`config.mk`:
```
export PLATFORM = sky130hd
export DESIGN_NAME = ex3_2_core
export DESIGN_NICKNAME = d
export VERILOG_FILES = /design/src/rtl/ex3_2_pkg.sv /design/src/rtl/ex3_2_fa.sv /design/src/rtl/ex3_2_core.sv
export SDC_FILE = /design/constraint.sdc
export NUM_CORES = 1
export LEC_CHECK = 0
export BUFFER_PORTS_ARGS = -buffer_cell sky130_fd_sc_hd__buf_2
export CORE_AREA = 2 2 39 41
export DETAILED_ROUTE_END_ITERATION = 8
export DIE_AREA = 0 0 41 43
export PLACE_DENSITY = 0.36
export SLEW_MARGIN = 40
export SYNTH_ARGS = -nofsm -noshare
export SYNTH_HDL_FRONTEND = slang
export SYNTH_SLANG_ARGS = --single-unit
```
`constraint.sdc`:
```
create_clock -name clk -period 1.1 [get_ports clk]
set_input_delay 0.11 -clock clk [delete_from_list [all_inputs] [get_ports clk]]
set_output_delay 0.11 -clock clk [all_outputs]
set_load 0.02 [all_outputs]
```
`src/rtl/ex3_2_pkg.sv`:
```
// Shared constants and the golden (a + b) mod 2^WIDTH function for the ex3_2 adder.
package ex3_2_pkg;

  localparam int WIDTH_DEFAULT = 3;

  // Golden modular sum. The gate-level datapath in the core does not use it.
  function automatic logic [WIDTH_DEFAULT-1:0] ref_add(
    input logic [WIDTH_DEFAULT-1:0] a,
    input logic [WIDTH_DEFAULT-1:0] b
  );
    logic [WIDTH_DEFAULT:0] full;
    full = {1'b0, a} + {1'b0, b};
    return full[WIDTH_DEFAULT-1:0];
  endfunction

endpackage

```
`src/rtl/ex3_2_fa.sv`:
```
// 1-bit full adder made only of and/or/xor, so it maps one-to-one onto the BDD flow.
module ex3_2_fa (
  input  logic a,
  input  logic b,
  input  logic ci,
  output logic s,
  output logic co
);

  logic p;
  logic g;
  logic t;

  // Propagate, generate and carry-through terms.
  assign p  = a ^ b;
  assign g  = a & b;
  assign t  = ci & p;
  assign s  = p ^ ci;
  assign co = g | t;

endmodule

```
`src/rtl/ex3_2_core.sv`:
```
// Modular adder with a registered output: y = (a + b) mod 2^WIDTH, one cycle of latency.
// There is no handshake: a and b are sampled on every rising edge and a new
// result appears one edge later.
module ex3_2_core
  import ex3_2_pkg::*;
#(
  parameter int WIDTH = WIDTH_DEFAULT
) (
  input  logic             clk,
  input  logic             rst,
  input  logic [WIDTH-1:0] a,
  input  logic [WIDTH-1:0] b,
  output logic [WIDTH-1:0] y
);

  logic [WIDTH:0]   carry;
  logic [WIDTH-1:0] sum;
  logic             carry_out_unused;

  // The ripple chain starts with no carry in.
  assign carry[0] = 1'b0;

  // The final carry is dropped on purpose, so an overflow wraps silently.
  assign carry_out_unused = carry[WIDTH];

  genvar i;
  for (i = 0; i < WIDTH; i++) begin : g_fa
    ex3_2_fa u_fa (
      .a  (a[i]),
      .b  (b[i]),
      .ci (carry[i]),
      .s  (sum[i]),
      .co (carry[i+1])
    );
  end

  // Output register. Reset takes priority over the new sum.
  always_ff @(posedge clk) begin
    if (rst) begin
      y <= '0;
    end else begin
      y <= sum;
    end
  end

endmodule

```
==> results.sh <==
export IMPL_status="completed"
export IMPL_largest_reg_flops=3
export IMPL_p_total_w=0.0003824
export IMPL_yosys_warnings=0
export IMPL_initial_core_util_pct=9.494
export IMPL_synthFlopType="dfxtp_1"
export IMPL_place_hpwl_um=259.2
export IMPL_synth_cell_types=6
export IMPL_antenna_found_initial=0
export IMPL_seq_area_frac_synth_pct=45.71
export IMPL_largest_register="y"
export IMPL_cts_inserted_buffers=3
export IMPL_drv_slew=0
export IMPL_cp_arrival_ns=1.03
export IMPL_clkTransAtPathRegs_ns=0.04
export IMPL_dr_pass1_iters=1
export IMPL_finalHoldViolCount=0
export IMPL_synth_top_cell_by_area="dfxtp_1"
export IMPL_worstPathRequired_ns=1.23
export IMPL_clockBufferDepth=2
export IMPL_dp_cells=35
export IMPL_final_util_pct=16.46
export IMPL_synthToLayoutAreaGrowth_pct=73.33
export IMPL_drtAntennaViolNets=0
export IMPL_die_w_um=41
export IMPL_viasPerCell=2.974
export IMPL_power_density_mw_per_mm2=1679
export IMPL_clock_root_buffer="clkbuf_4"
export IMPL_fp_dieH_um=43
export IMPL_rows=14
export IMPL_postCtsSetupBuffers=0
export IMPL_grt_ovfl_total=0
export IMPL_post_cts_resized=0
export IMPL_netlist_area_um2=131.4
export IMPL_vias=116
export IMPL_fin_nets=34
export IMPL_timing_final_crit_share_pct=81.81
export IMPL_path_max_fanout=1
export IMPL_ios=11
export IMPL_synthTopCellsByArea="dfxtp_1 46%, xnor3_1 17%, fa_1 15%"
export IMPL_grt_use_total_pct=5.332
export IMPL_worst_pin_slew_ns=0.1106
export IMPL_synthTopCellsByCount="3 x dfxtp_1, 2 x nor2b_1"
export IMPL_grt_max_degree=4
export IMPL_gp_congestion=0.6358
export IMPL_grt_pass1_vias=129
export IMPL_holdBufCountCts=0
export IMPL_path_class="in -> reg"
export IMPL_instances_no_fill=39
export IMPL_hold_path_class="in -> reg"
export IMPL_peakVddDrop_uv=189.2
export IMPL_finalSetupViolCount=0
export IMPL_synthArstFlopShare_pct=0
export IMPL_drt_initial_drc_count=0
export IMPL_top_regs="y x3"
export IMPL_min_period_ns=0.9000
export IMPL_ys_seq_elements=3
export IMPL_end_kind="flop"
export IMPL_route_detailed_drc=0
export IMPL_synth_top_cell_area_share_pct=45.71
export IMPL_grt_pass1_wl_um=462
export IMPL_cts_tree="done"
export IMPL_n_fill_cell=159
export IMPL_relSlewSlack_pct=92.68
export IMPL_io_buffer_count=10
export IMPL_htreeDepth=1
export IMPL_cts_sinks=3
export IMPL_routed_wl_um=317
export IMPL_maxCapViolations=0
export IMPL_drive_gt1_share_pct=56.52
export IMPL_die_area_mm2=0.001763
export IMPL_synth_net_count=19
export IMPL_rsz0062_at_grt="no"
export IMPL_netlist_instances=9
export IMPL_n_antenna_cell=0
export IMPL_syn_avg_cell_area_um2=14.60
export IMPL_power_leakage_nw=0.1194
export IMPL_wire_per_inst_um=8.128
export IMPL_yosysMostFrequentCell="dfxtp_1"
export IMPL_fmax_mhz=1111
export IMPL_core_area_mm2=0.001384
export IMPL_synth_edf_count=0
export IMPL_cp_start_kind="primary input"
-- metrics by stage --
| step | setup WS [ns] | setup TNS [ns] | hold slack, ns | instance area (um2) |
|---|---|---|---|---|
| after floorplan | 0.1075 | 0 | 0.1816 | 131.4 |
| after global placement | -0.03982 | -0.03982 | 0.3030 | 201.4 |
| after detailed placement | -0.03854 | -0.03854 | 0.3074 | 201.4 |
| after CTS | 0.2104 | 0 | 0.05727 | 227.7 |
| after global routing | 0.1464 | 0 | 0.08132 | 227.7 |
| final | 0.2000 | 0 | 0.06421 | 227.7 |
-- report_power, final --
part / total, W / internal, W / switching (W)
Combinational: 0.0000652 / 0.0000335 / 0.0000316
Clock: 0.000193 / 0.000136 / 0.0000574
Sequential: 0.000124 / 0.000121 / 0.00000309
-- layout by cell type, fill, tap and decap left out --
cell,count
clkbuf_1,1
fa_1,1
dfxtp_1,3
clkbuf_4,3
xnor3_1,1
buf_2,10
nor2_1,1
nor2b_1,2
ha_1,1
-- critical path: stages --
cell	delay (ns)
buf_2	0.11
ha_1	0.20
fa_1	0.38
xnor3_1	0.20
nor2_1	0.04
-- layout make-up --
cell class	count	area (um2)	area share, %
multi-input cells	6	71.32	31.32
clock buffers	4	26.28	11.54
well taps	16	20.02	8.791
repair buffers	10	50.05	21.98
flip-flops and latches	3	60.06	26.37
-- cell families (layout without fill, tap and decap cells) --
family                   count (synthesis)  count (layout)  share of synthesized area (%)
adder cells (fa/ha/maj)                  2               2                          24.76
flip-flops                               3               3                          45.72
XOR/XNOR                                 1               1                          17.14
AND/OR/NAND/NOR                          3               3                          12.38
buffers and inverters                    0              14                              0
-- per-layer routing --
layer	global-route usage, %	vias up	wire [um]
met3	4.712	4	70
met4	10.00	0	23
li1	-	56	-
met1	4.854	43	136
met5	0	-	0
met2	4.375	13	86
-- worst paths after layout --
path                  from  endpoint  slack [ns]  cells after the start
worst min-delay path   rst      y[2]        0.06                      2
worst max-delay path  a[0]      y[2]        0.20                      5
(Power assumes the default switching activity.)
